[config.mk]
export PLATFORM = sky130hd
export DESIGN_NAME = buzzer_arbiter_flat
export DESIGN_NICKNAME = d
export VERILOG_FILES = /design/src/rtl/buzzer_arbiter_if.sv /design/src/rtl/buzzer_arbiter.sv /design/src/flat_wrapper.sv
export SDC_FILE = /design/constraint.sdc
export NUM_CORES = 1
export LEC_CHECK = 0
export BUFFER_PORTS_ARGS = -buffer_cell sky130_fd_sc_hd__buf_2
export CAP_MARGIN = 10
export CELL_PAD_IN_SITES_DETAIL_PLACEMENT = 0
export CELL_PAD_IN_SITES_GLOBAL_PLACEMENT = 2
export CORE_ASPECT_RATIO = 1.4
export CORE_MARGIN = 10
export CORE_UTILIZATION = 38
export DETAILED_ROUTE_END_ITERATION = 10
export GPL_ROUTABILITY_DRIVEN = 0
export PLACE_DENSITY_LB_ADDON = 0.15
export SLEW_MARGIN = 10
export SYNTH_ARGS = -nofsm -noshare
export SYNTH_HDL_FRONTEND = slang
export SYNTH_SLANG_ARGS = --single-unit
[constraint.sdc]
create_clock -name i_clk -period 4.4 [get_ports i_clk]
set_input_delay 0.44 -clock i_clk [delete_from_list [all_inputs] [get_ports i_clk]]
set_output_delay 0.44 -clock i_clk [all_outputs]
set_load 0.01 [all_outputs]
[src/rtl/buzzer_arbiter_if.sv]
// Request/response bundle between the keypad scanner, the CPU IO registers and the buzzer arbiter.
// The requester side drives the requests; the arbiter drives the tone pin and the status flags.
interface buzzer_arbiter_if;
  logic        key_req;
  logic [2:0]  key_note;
  logic        cpu_start;
  logic [2:0]  cpu_note;
  logic [15:0] cpu_dur_ms;
  logic        alarm_req;
  logic        buzzer_out;
  logic [1:0]  owner;
  logic        cpu_busy;
  logic        cpu_done;

  modport master (
    output key_req, key_note, cpu_start, cpu_note, cpu_dur_ms, alarm_req,
    input  buzzer_out, owner, cpu_busy, cpu_done
  );

  modport slave (
    input  key_req, key_note, cpu_start, cpu_note, cpu_dur_ms, alarm_req,
    output buzzer_out, owner, cpu_busy, cpu_done
  );
endinterface

[src/rtl/buzzer_arbiter.sv]
// Shares the board buzzer between alarm, CPU note jobs and keypad (in that priority order)
// and generates the square-wave tone of the winning requester from an 8-entry note table.
module buzzer_arbiter #(
  parameter int TICK_DIV     = 100000,
  parameter int NOTE_SHIFT   = 0,
  parameter int ALARM_ON_MS  = 200,
  parameter int ALARM_OFF_MS = 300
) (
  input  logic            i_clk,
  input  logic            i_rst_n,
  buzzer_arbiter_if.slave bus
);

  typedef enum logic [2:0] {
    S_IDLE, S_KEY, S_CPU, S_ALARM_ON, S_ALARM_OFF
  } state_t;

  localparam int PW = (TICK_DIV > 1) ? $clog2(TICK_DIV) : 1;
  localparam logic [PW-1:0] PRESC_LAST = PW'(TICK_DIV - 1);
  localparam logic [15:0]   ON_LAST    = 16'(ALARM_ON_MS - 1);
  localparam logic [15:0]   OFF_LAST   = 16'(ALARM_OFF_MS - 1);
  localparam logic [17:0]   HP_BASE [8] = '{
    18'd190840, 18'd170068, 18'd151515, 18'd143266,
    18'd127551, 18'd113636, 18'd101214, 18'd95602
  };

  logic [17:0] hp_table [8];

  genvar gi;
  generate
    for (gi = 0; gi < 8; gi++) begin : g_hp
      assign hp_table[gi] = HP_BASE[gi] >> NOTE_SHIFT;
    end
  endgenerate

  state_t        state_reg, state_next;
  logic [17:0]   hp_cnt_reg, hp_cnt_next;
  logic          buzzer_reg, buzzer_next;
  logic [PW-1:0] presc_reg, presc_next;
  logic [15:0]   dur_left_reg, dur_left_next;
  logic [15:0]   phase_reg, phase_next;
  logic          busy_reg, busy_next;
  logic          done_reg, done_next;
  logic [2:0]    cpu_note_reg, cpu_note_next;
  logic [2:0]    note_reg, note_next;
  logic [1:0]    owner_w;

  logic        tick, accept, zero_job, finish;
  logic        entering, in_alarm_next, tone_next;
  logic [17:0] hp_cur;

  always_ff @(posedge i_clk or negedge i_rst_n) begin
    if (!i_rst_n) begin
      state_reg    <= S_IDLE;
      hp_cnt_reg   <= '0;
      buzzer_reg   <= 1'b0;
      presc_reg    <= '0;
      dur_left_reg <= '0;
      phase_reg    <= '0;
      busy_reg     <= 1'b0;
      done_reg     <= 1'b0;
      cpu_note_reg <= '0;
      note_reg     <= '0;
    end else begin
      state_reg    <= state_next;
      hp_cnt_reg   <= hp_cnt_next;
      buzzer_reg   <= buzzer_next;
      presc_reg    <= presc_next;
      dur_left_reg <= dur_left_next;
      phase_reg    <= phase_next;
      busy_reg     <= busy_next;
      done_reg     <= done_next;
      cpu_note_reg <= cpu_note_next;
      note_reg     <= note_next;
    end
  end

  always_comb begin
    tick     = (presc_reg == PRESC_LAST);
    accept   = bus.cpu_start && !busy_reg && (bus.cpu_dur_ms != 16'd0);
    zero_job = bus.cpu_start && !busy_reg && (bus.cpu_dur_ms == 16'd0);
    // The job only ages while it owns the buzzer; a preempted job keeps its remaining ticks.
    finish   = (state_reg == S_CPU) && tick && (dur_left_reg == 16'd1);

    dur_left_next = dur_left_reg;
    if (accept) begin
      dur_left_next = bus.cpu_dur_ms;
    end else if ((state_reg == S_CPU) && tick) begin
      dur_left_next = dur_left_reg - 16'd1;
    end
    busy_next     = accept || (busy_reg && !finish);
    done_next     = finish || zero_job;
    cpu_note_next = accept ? bus.cpu_note : cpu_note_reg;

    state_next = S_IDLE;
    if (bus.alarm_req) begin
      case (state_reg)
        S_ALARM_ON:  state_next = (tick && (phase_reg == ON_LAST))  ? S_ALARM_OFF : S_ALARM_ON;
        S_ALARM_OFF: state_next = (tick && (phase_reg == OFF_LAST)) ? S_ALARM_ON  : S_ALARM_OFF;
        default:     state_next = S_ALARM_ON;
      endcase
    end else if (busy_next) begin
      state_next = S_CPU;
    end else if (bus.key_req) begin
      state_next = S_KEY;
    end

    entering      = (state_next != state_reg);
    in_alarm_next = (state_next == S_ALARM_ON) || (state_next == S_ALARM_OFF);

    phase_next = 16'd0;
    if (in_alarm_next && !entering) begin
      phase_next = tick ? (phase_reg + 16'd1) : phase_reg;
    end

    // Restarting the prescaler on resume makes a preemption cost at most one partial tick.
    presc_next = tick ? '0 : (presc_reg + PW'(1));
    if (accept || (entering && ((state_next == S_CPU) || in_alarm_next))) begin
      presc_next = '0;
    end

    note_next = note_reg;
    case (state_next)
      S_KEY:      note_next = bus.key_note;
      S_CPU:      note_next = cpu_note_next;
      S_ALARM_ON: note_next = 3'd7;
      default:    ;
    endcase

    tone_next   = (state_next == S_KEY) || (state_next == S_CPU) || (state_next == S_ALARM_ON);
    hp_cur      = hp_table[note_reg];
    hp_cnt_next = hp_cnt_reg + 18'd1;
    buzzer_next = buzzer_reg;
    if (!tone_next) begin
      hp_cnt_next = '0;
      buzzer_next = 1'b0;
    end else if (entering || (note_next != note_reg)) begin
      hp_cnt_next = '0;
      buzzer_next = 1'b1;
    end else if (hp_cnt_reg == (hp_cur - 18'd1)) begin
      hp_cnt_next = '0;
      buzzer_next = ~buzzer_reg;
    end
  end

  always_comb begin
    case (state_reg)
      S_KEY:       owner_w = 2'd1;
      S_CPU:       owner_w = 2'd2;
      S_ALARM_ON:  owner_w = 2'd3;
      S_ALARM_OFF: owner_w = 2'd3;
      default:     owner_w = 2'd0;
    endcase
  end

  assign bus.buzzer_out = buzzer_reg;
  assign bus.owner      = owner_w;
  assign bus.cpu_busy   = busy_reg;
  assign bus.cpu_done   = done_reg;

endmodule
[src/flat_wrapper.sv]
// flat-port wrapper written by rule: the top's interface ports become plain ports
module buzzer_arbiter_flat 
#(
  parameter int TICK_DIV     = 100000,
  parameter int NOTE_SHIFT   = 0,
  parameter int ALARM_ON_MS  = 200,
  parameter int ALARM_OFF_MS = 300
)
  (i_clk, i_rst_n, bus_key_req, bus_key_note, bus_cpu_start, bus_cpu_note, bus_cpu_dur_ms, bus_alarm_req, bus_buzzer_out, bus_owner, bus_cpu_busy, bus_cpu_done);
  buzzer_arbiter_if bus_i ();
  input  logic i_clk;
  input  logic i_rst_n;
  input wire logic [$bits(bus_i.key_req)-1:0] bus_key_req;
  input wire logic [$bits(bus_i.key_note)-1:0] bus_key_note;
  input wire logic [$bits(bus_i.cpu_start)-1:0] bus_cpu_start;
  input wire logic [$bits(bus_i.cpu_note)-1:0] bus_cpu_note;
  input wire logic [$bits(bus_i.cpu_dur_ms)-1:0] bus_cpu_dur_ms;
  input wire logic [$bits(bus_i.alarm_req)-1:0] bus_alarm_req;
  output wire logic [$bits(bus_i.buzzer_out)-1:0] bus_buzzer_out;
  output wire logic [$bits(bus_i.owner)-1:0] bus_owner;
  output wire logic [$bits(bus_i.cpu_busy)-1:0] bus_cpu_busy;
  output wire logic [$bits(bus_i.cpu_done)-1:0] bus_cpu_done;
  assign bus_i.key_req = bus_key_req;
  assign bus_i.key_note = bus_key_note;
  assign bus_i.cpu_start = bus_cpu_start;
  assign bus_i.cpu_note = bus_cpu_note;
  assign bus_i.cpu_dur_ms = bus_cpu_dur_ms;
  assign bus_i.alarm_req = bus_alarm_req;
  assign bus_buzzer_out = bus_i.buzzer_out;
  assign bus_owner = bus_i.owner;
  assign bus_cpu_busy = bus_i.cpu_busy;
  assign bus_cpu_done = bus_i.cpu_done;
  buzzer_arbiter #(.TICK_DIV(TICK_DIV), .NOTE_SHIFT(NOTE_SHIFT), .ALARM_ON_MS(ALARM_ON_MS), .ALARM_OFF_MS(ALARM_OFF_MS)) u_core (.i_clk(i_clk), .i_rst_n(i_rst_n), .bus(bus_i));
endmodule
==> results of run 1 <==
[metrics by stage]
step	area (um^2)	instances
after floorplan	4900	553
after global placement	5190	720
after detailed placement	5190	720
after CTS	5490	735
after global routing	5490	735
final	5490	735
[power by group]
part / switching, mW / leakage (nW) / internal, mW / total [mW]
sequential: 0.0941 / 1.04 / 0.802 / 0.896
combinational: 0.304 / 1.04 / 0.224 / 0.528
clock: 0.289 / 0.145 / 0.467 / 0.756
total: 0.687 / 2.23 / 1.49 / 2.18
[logic make-up (layout without fill, tap and decap cells)]
group	count (synthesis)	after routing	synth area share [%]
flip-flops	79	79	40.4
multiplexers	9	9	1.87
AND/OR/NAND/NOR	263	263	27.3
adder cells (fa/ha/maj)	11	11	2.81
AO/OA/AOI/OAI	77	77	11.1
XOR/XNOR	76	76	13.6
buffers and inverters	38	67	3.04
[worst max-delay path by stage]
stage | startpoint | to | slack [ps]
CTS | u_core.note_reg[0] | u_core.hp_cnt_reg[5] | 820
detailed placement | u_core.note_reg[0] | u_core.hp_cnt_reg[16] | 820
floorplan | u_core.note_reg[0] | u_core.hp_cnt_reg[10] | 970
finish | u_core.note_reg[0] | u_core.hp_cnt_reg[16] | 790
global placement | bus_cpu_dur_ms[1] | u_core.hp_cnt_reg[13] | 860
global route | u_core.note_reg[0] | u_core.hp_cnt_reg[7] | 520
[per-layer routing]
metal	wire, um	global-route usage [%]	vias up
met1	4900	16.0	1889
met3	452	3.02	14
met2	6260	24.5	55
met4	203	5.02	0
met5	0	0	-
li1	-	-	1959
[cells in the final DEF (no fill, tap or decap), types with 6 or more instances in the layout]
cell type / count
nor2b_1: 6
dfrtp_1: 79
ha_1: 11
buf_2: 30
xor2_1: 39
clkbuf_16: 9
nand2b_1: 7
xnor2_1: 37
or2_2: 10
nor4_1: 12
nor2_1: 86
and3_1: 7
nand3_1: 17
nand2_1: 62
nand4_1: 16
or3_1: 7
o21ai_0: 27
inv_1: 17
mux2i_1: 8
nor3_1: 9
a21oi_1: 8
[critical path, cell delays in order (launching register included)]
cell	delay (ps)
dfrtp_1	640
inv_1	170
ha_1	370
mux2i_1	270
ha_1	230
inv_1	60
a2111o_1	320
or4_1	510
a32oi_1	280
nand4_1	240
nand4_4	300
nor2_1	90
[layout make-up]
cell class | instances | area, um^2 | share of cell area, %
clock buffers | 12 | 256 | 4.67
multi-input cells | 436 | 2780 | 50.6
clock inverters | 3 | 42.5 | 0.774
flip-flops and latches | 79 | 1980 | 36.0
repair buffers | 34 | 180 | 3.28
well taps | 153 | 191 | 3.48
inverters | 18 | 67.6 | 1.23
==> out/results.txt, run 1 <==
Dpl hpwl -> 8.76 mm
Critical Path Start Type -> flip-flop
Sequential-to-total area share from yosys stat -> 40.4%
Max-Cap Viols -> 0
Cell taking the most area after synthesis -> dfrtp_1
Final min period -> 3610 ps
Final number of setup-violating endpoints -> 0
Warnings from Yosys -> 0
Post-synthesis cell count -> 553
Core area -> 12800 um^2
Setup crit end kind -> flip-flop
CP Class -> reg2reg
Final wirelength -> 11.8 mm
H-Tree Depth -> 3
Clock sinks -> 79
Final core utilization -> 43.1%
Vias -> 3917
# IOs -> 32
Syn Area/Cell -> 8.86 um^2
Total CTS buffers -> 9
Arr. time, crit path -> 3810 ps
Worst VDD drop -> 219 uV
Synthesized area -> 4900 um^2
Clock Tree Root -> clkbuf_16
Post-synth EDFFs -> 0
RSZ-0062 raised after global routing -> no
Initial Util -> 38.4%
Initial antenna violation count -> 0
Fin worst setup slack -> 792 ps
First-pass GRT wire length -> 20.3 mm
Maximum clock frequency -> 277 MHz
Final period utilization -> 82.0%
Final TNS setup -> 0 ps
Chip height -> 154 um
Clock Path Buffers -> 2
Largest net degree at the start of global routing -> 80
Gr ovfl total -> 0
FILL cells -> 1337
WL/cell -> 16.1 um
Outcome -> completed
Syn nets -> 591
Reg2reg end -> u_core.hp_cnt_reg[16]
Nets -> 616
Tightest Hold Check Type -> in2async
Most common cell in the netlist -> nor2_1
CTS tree -> built
Most frequent cells after synthesis -> 86 x nor2_1, 79 x dfrtp_1, 62 x nand2_1
Synth async-reset ratio -> 100%
Clock transition at path regs -> 60 ps
Num rows -> 49
Post-CTS Repair Setup Buffers -> 0
Req. time, crit path -> 4610 ps
Number of global-route vias before repair -> 4076
Clock Latency Late Sink -> 330 ps
Setup WS pre-CTS -> 816 ps
Die Width -> 116 um
Hold-fix buffers, CTS -> 0
Critical path fanouts, max -> 18
Max reg flops -> 18
# diodes -> 0
Die Area -> 17900 um^2
DRT iter0 DRCs -> 199
Global router's overall resource usage -> 13.9%
Post-synthesis register bit count -> 79
Final Max Tran Viols -> 0
Drt first pass iters -> 4
Synth cell types -> 67
Design Power -> 2.18 mW
Final hold violations -> 0
Post-synth top area share -> 40.4%
Worst slew margin -> 32.5%
Tightest Pin Transition -> 1010 ps
Hold_ws -> 281 ps
Share of cells above drive strength 1 -> 12.2%
Worst r2r src -> u_core.note_reg[0]
Top FF cell, synth -> dfrtp_1
Reg2reg path depth -> 11
Register-to-register setup slack -> 790 ps
Vias/cell -> 5.33
PortBufs -> 31
Area growth from synthesis to layout -> 12.2%
Cts repair resizes -> 0
Synth area leaders -> dfrtp_1 40%, xor2_1 7.0%, xnor2_1 6.6%
PwrDens -> 397 nW/um^2
Pleak -> 2.23 nW
Worst Skew -> 7.52 ps
DRC Markers -> 0
Remaining antenna violation count after routing -> 0
Power figures use the tool's default switching activity.
==> run 2, diff against run 1 <==
--- a/config.mk
+++ b/config.mk
@@ -11,7 +11,7 @@
 export CELL_PAD_IN_SITES_GLOBAL_PLACEMENT = 2
 export CORE_ASPECT_RATIO = 1.4
 export CORE_MARGIN = 10
-export CORE_UTILIZATION = 38
+export CORE_UTILIZATION = 34
 export DETAILED_ROUTE_END_ITERATION = 10
 export GPL_ROUTABILITY_DRIVEN = 0
 export PLACE_DENSITY_LB_ADDON = 0.15
==> constraint.sdc (replaced) <==
create_clock -name i_clk -period 3.19 [get_ports i_clk]
set_input_delay 0.319 -clock i_clk [delete_from_list [all_inputs] [get_ports i_clk]]
set_output_delay 0.319 -clock i_clk [all_outputs]
set_load 0.01 [all_outputs]
==> out/results.txt, run 2 (same netlist as run 1, synthesis figures left out) <==
Clock Path Buffers -> 2 (unchanged)
# IOs -> 32 (unchanged)
Largest net degree at the start of global routing -> 80 (unchanged)
Clock sinks -> 79 (unchanged)
Final min period -> 3060 ps (-544 ps)
Dpl hpwl -> 9.53 mm (+8.7%)
Number of global-route vias before repair -> 4342 (+6.5%)
Area growth from synthesis to layout -> 19.3%
Initial antenna violation count -> 0 (unchanged)
Worst Skew -> 7.19 ps (-0.326 ps)
Finished Cell Area -> 5840 um^2 (+6.4%)
Hold_ws -> 150 ps (-131 ps)
Num rows -> 51 (+4.1%)
CP Class -> reg2reg
Worst VDD drop -> 275 uV (+26%)
Drt first pass iters -> 4 (unchanged)
Placed Area -> 5500 um^2 (+5.8%)
Most frequent cells in the layout -> 86 x nor2_1, 79 x dfrtp_1, 62 x nand2_1
Chip height -> 162 um (+5.0%)
Req. time, crit path -> 3420 ps (-1190 ps)
Die Area -> 19700 um^2 (+9.9%)
Outcome -> completed
Final number of setup-violating endpoints -> 0 (unchanged)
Final Max Tran Viols -> 0 (unchanged)
WL/cell -> 15.7 um (-2.1%)
Global router's overall resource usage -> 13.6% (-0.30 points)
Core area -> 14000 um^2 (+10%)
Final period utilization -> 96.1% (+14 points)
Arr. time, crit path -> 3300 ps (-510 ps)
Hold-fix buffers, CTS -> 0 (unchanged)
Critical path fanouts, max -> 18 (unchanged)
Tightest Hold Check Type -> in2async
CTS tree -> built
Final hold violations -> 0 (unchanged)
Clock transition at path regs -> 60 ps (about the same)
Max-Cap Viols -> 0 (unchanged)
Die Width -> 121 um (+4.7%)
Design Power -> 3.16 mW (+45%)
Total CTS buffers -> 9 (unchanged)
Vias/cell -> 5.11 (-4.1%)
Clock Latency Late Sink -> 350 ps (+20 ps)
PwrDens -> 541 nW/um^2 (+36%)
Nets -> 652 (+5.8%)
DRT iter0 DRCs -> 151 (-24%)
Gr ovfl total -> 0 (unchanged)
Setup crit end kind -> flip-flop
Vias -> 4108 (+4.9%)
Remaining antenna violation count after routing -> 0 (unchanged)
Tightest Pin Transition -> 1040 ps (+28.5 ps)
Worst r2r src -> u_core.note_reg[0]
Share of cells above drive strength 1 -> 18.4% (+6.2 points)
Max reg flops -> 18 (unchanged)
FILL cells -> 1443 (+7.9%)
Worst slew margin -> 30.6% (-1.9 points)
First-pass GRT wire length -> 21.7 mm (+7.0%)
Clock Tree Root -> clkbuf_16
Critical Path Start Type -> flip-flop
Initial Util -> 34.9% (-3.5 points)
DRC Markers -> 0 (unchanged)
Pleak -> 2.42 nW (+8.4%)
RSZ-0062 raised after global routing -> no
Final TNS setup -> 0 ps (unchanged)
# diodes -> 0 (unchanged)
Final wirelength -> 12.7 mm (+7.1%)
H-Tree Depth -> 3 (unchanged)
Maximum clock frequency -> 326 MHz (+18%)
PortBufs -> 31 (unchanged)
Commonest non-fill, non-tap cell in the layout -> nor2_1
Setup crit start -> u_core.note_reg[0]
## run 2: path summary, 6_finish.rpt
path | to | slack, ps | cells after the start
setup / recovery | u_core.hp_cnt_reg[6] | 130 | 11
hold / removal | u_core.dur_left_reg[9] | 150 | 1
setup reg to reg | u_core.hp_cnt_reg[6] | 130 | 11
hold reg to reg | u_core.presc_reg[0] | 490 | 1
max in group asynchronous | u_core.phase_reg[11] | 2360 | 1
min in group i_clk | u_core.dur_left_reg[13] | 190 | 3
## run 2: worst max-delay path, cell delays in order, from the launching register on
cell,delay [ps]
dfrtp_1,350
inv_1,90
ha_1,240
or3_1,380
a2111o_1,450
or4_1,530
a32oi_2,240
nand4_1,170
buf_4,190
nand4_4,90
buf_12,150
nor2_1,50
## run 2: power by group
part | leakage (nW) | internal [mW] | switching, mW
Combinational | 1.22 | 0.397 | 0.484
Sequential | 1.04 | 1.11 | 0.100
Clock | 0.153 | 0.632 | 0.441
## run 2: layer usage
metal / global-route usage, % / wire length, um / part of all wire [%]
met5: 0 / 0 / 0
met3: 2.29 / 381 / 3.0
met1: 15.1 / 5180 / 41
met2: 24.7 / 6810 / 54
met4: 6.14 / 283 / 2.2
## run 2: what timing repair did
| action | in CTS | in global routing |
|---|---|---|
| setup buffers | 0 | 1 |
| resized for setup | 0 | 5 |
| endpoints found under the setup margin | 0 | 23 |
## run 2: metrics by stage
step	std cells	setup slack (ps)	util [%]
after floorplan	553	2.77	-
after global placement	787	90.8	39.2
after detailed placement	787	39.3	39.2
after CTS	803	19.7	41.3
after global routing	804	1.47	41.6
final	804	126	41.6
## run 2: cell type report
class	count	area, um^2	area share, %
clock buffers	10	239	4.09
clock inverters	6	66.3	1.13
inverters	18	67.6	1.16
multi-input cells	436	2800	47.9
flip-flops and latches	79	1980	33.8
well taps	185	231	3.96
repair buffers	70	463	7.92
==> run 3, diff against run 2 <==
--- a/config.mk
+++ b/config.mk
@@ -14,7 +14,7 @@
 export CORE_UTILIZATION = 34
 export DETAILED_ROUTE_END_ITERATION = 10
 export GPL_ROUTABILITY_DRIVEN = 0
-export PLACE_DENSITY_LB_ADDON = 0.15
+export PLACE_DENSITY_LB_ADDON = 0.08
 export SLEW_MARGIN = 10
 export SYNTH_ARGS = -nofsm -noshare
 export SYNTH_HDL_FRONTEND = slang
==> out/results.txt, run 3 (same netlist as run 1, synthesis figures left out) <==
Outcome -> completed
Die Width -> 121 um (unchanged)
CTS tree -> built
RSZ-0062 raised after global routing -> no
Worst slew margin -> 30.8% (+0.21 points)
Gr ovfl total -> 0 (unchanged)
Register-to-register setup slack -> 140 ps (+20 ps)
Final core utilization -> 41.5% (-0.098 points)
Final wirelength -> 12.9 mm (+1.6%)
Clock Path Buffers -> 2 (unchanged)
Max-Cap Viols -> 0 (unchanged)
H-Tree Depth -> 3 (unchanged)
FILL cells -> 1440 (-0.21%)
Setup crit end kind -> flip-flop
First-pass GRT wire length -> 21.3 mm (-1.8%)
Final period utilization -> 95.5% (-0.56 points)
Dpl hpwl -> 9.65 mm (+1.3%)
Worst VDD drop -> 224 uV (-18%)
# diodes -> 0 (unchanged)
Worst path slowest cell -> or4_1
WL/cell -> 16.0 um (+1.8%)
Setup WS pre-CTS -> -69.1 ps (-108 ps)
Critical path fanouts, max -> 5 (-13)
Chip height -> 162 um (unchanged)
Hold-fix buffers, CTS -> 0 (unchanged)
Tightest Pin Transition -> 1040 ps (-3.10 ps)
Max reg flops -> 18 (unchanged)
Core area -> 14000 um^2 (unchanged)
Sequential Power Share -> 38.6% (+0.4 points)
Worst path buffer plus inverter count -> 2 (-1)
Worst r2r src -> u_core.note_reg[0]
Setup crit end -> u_core.hp_cnt_reg[13]
Setup crit start -> u_core.note_reg[0]
Crit path largest cell delay -> 520 ps (about the same)
DRC Markers -> 0 (unchanged)
Commonest non-fill, non-tap cell in the layout -> nor2_1
Maximum clock frequency -> 328 MHz (+0.59%)
Most frequent cells in the layout -> 86 x nor2_1, 79 x dfrtp_1, 62 x nand2_1
Fin worst setup slack -> 144 ps (+18.0 ps)
Placed Area -> 5460 um^2 (-0.68%)
Clock share of power -> 33.0% (-0.9 points)
Pleak -> 2.41 nW (-0.38%)
Critical Path Start Type -> flip-flop
Largest net degree at the start of global routing -> 80 (unchanged)
Vias/cell -> 5.08 (-0.53%)
Clock sinks -> 79 (unchanged)
Clock transition at path regs -> 60 ps (about the same)
Drt first pass iters -> 4 (unchanged)
Global router's overall resource usage -> 13.4% (-0.26 points)
Reg2reg path depth -> 10 (-1)
Total CTS buffers -> 9 (unchanged)
Tightest Hold Check Type -> in2async
Power Internal -> 2.11 mW (-1.4%)
Initial Util -> 34.9% (unchanged)
NetSw -> 1.02 mW (-0.55%)
Switching Fraction -> 32.6% (+0.18 points)
Multi-input logic area -> 2820 um^2 (+0.58%)
Clock Tree Root -> clkbuf_16
Nets -> 650 (-0.31%)
Hold_ws -> 150 ps (+0.565 ps)
CP top delay family -> simple AND/OR/NAND/NOR gates
Final min period -> 3050 ps (-18.0 ps)
Critical Path, Cell by Cell -> inv_1 -> ha_2 -> or3_1 -> a2111o_1 -> or4_1 -> a32oi_1 -> nand4_1 -> nand4_4 -> buf_4 -> nor2_1
Stages on worst setup path -> 10 (-1)
Sequential cell area -> 1980 um^2 (unchanged)
Final Max Tran Viols -> 0 (unchanged)
Clock Latency Late Sink -> 340 ps (about the same)
# IOs -> 32 (unchanged)
Arr. time, crit path -> 3270 ps (-30 ps)
Area growth from synthesis to layout -> 19.1%
DRT iter0 DRCs -> 157 (+4.0%)
Final hold violations -> 0 (unchanged)
Number of global-route vias before repair -> 4196 (-3.4%)
Initial antenna violation count -> 0 (unchanged)
PwrDens -> 536 nW/um^2 (-0.88%)
Req. time, crit path -> 3420 ps (about the same)
Final number of setup-violating endpoints -> 0 (unchanged)
Finished Cell Area -> 5830 um^2 (-0.24%)
Num rows -> 51 (unchanged)
Reg2reg end -> u_core.hp_cnt_reg[13]
CP Class -> reg2reg
Combinational Power Share -> 28.4% (+0.5 points)
Worst Skew -> 11.4 ps (+4.23 ps)
Die Area -> 19700 um^2 (unchanged)
Share of cells above drive strength 1 -> 18.5% (+0.060 points)
PortBufs -> 31 (unchanged)
Vias -> 4076 (-0.78%)
Remaining antenna violation count after routing -> 0 (unchanged)
run 3: worst min path at each step:
stage,from,to,slack [ps],depth (start not counted)
detailed placement,u_core.cpu_note_reg[0],u_core.cpu_note_reg[0],480,1
finish,i_rst_n,u_core.dur_left_reg[8],150,1
floorplan,i_rst_n,u_core.bus.buzzer_out,20,0
global placement,u_core.presc_reg[0],u_core.presc_reg[0],470,1
CTS,bus_cpu_dur_ms[7],u_core.dur_left_reg[7],190,3
global route,bus_cpu_dur_ms[10],u_core.dur_left_reg[10],210,3
run 3: routing by layer:
metal / track usage [%] / part of all wire (%)
met1: 15.1 / 42
met4: 4.08 / 1.1
met5: 0 / 0
met2: 24.5 / 53
met3: 2.53 / 3.6
run 3: worst reg2reg max path, cell delays in order (launching register included):
cell,delay [ps]
dfrtp_1,370
inv_1,90
ha_2,220
or3_1,380
a2111o_1,480
or4_1,520
a32oi_1,250
nand4_1,230
nand4_4,190
buf_4,160
nor2_1,50
run 3: repair_timing:
action	in CTS	in global routing
endpoints found under the setup margin	0	28
gates resized for setup	0	10
setup buffers	0	4
run 3: cell type report:
cell class,instances,area share [%]
flip-flops and latches,79,33.9
repair buffers,68,7.68
inverters,18,1.16
multi-input cells,436,48.3
clock buffers,10,3.93
clock inverters,6,1.05
well taps,185,3.97
run 3: power by group through the flow:
stage | clock, mW | sequential [mW] | combinational (mW)
floorplan | 0 | 1.20 | 0.580
global placement | 0 | 1.22 | 0.867
detailed placement | 0 | 1.22 | 0.864
CTS | 1.07 | 1.21 | 0.871
global route | 1.10 | 1.22 | 0.990
finish | 1.03 | 1.21 | 0.889
run 3: stage by stage:
stage	TNS, ps	instances	power, mW
after floorplan	0	553	1.78
after global placement	-2470	782	2.09
after detailed placement	-820	782	2.09
after CTS	0	798	3.14
after global routing	0	802	3.31
final	0	802	3.13
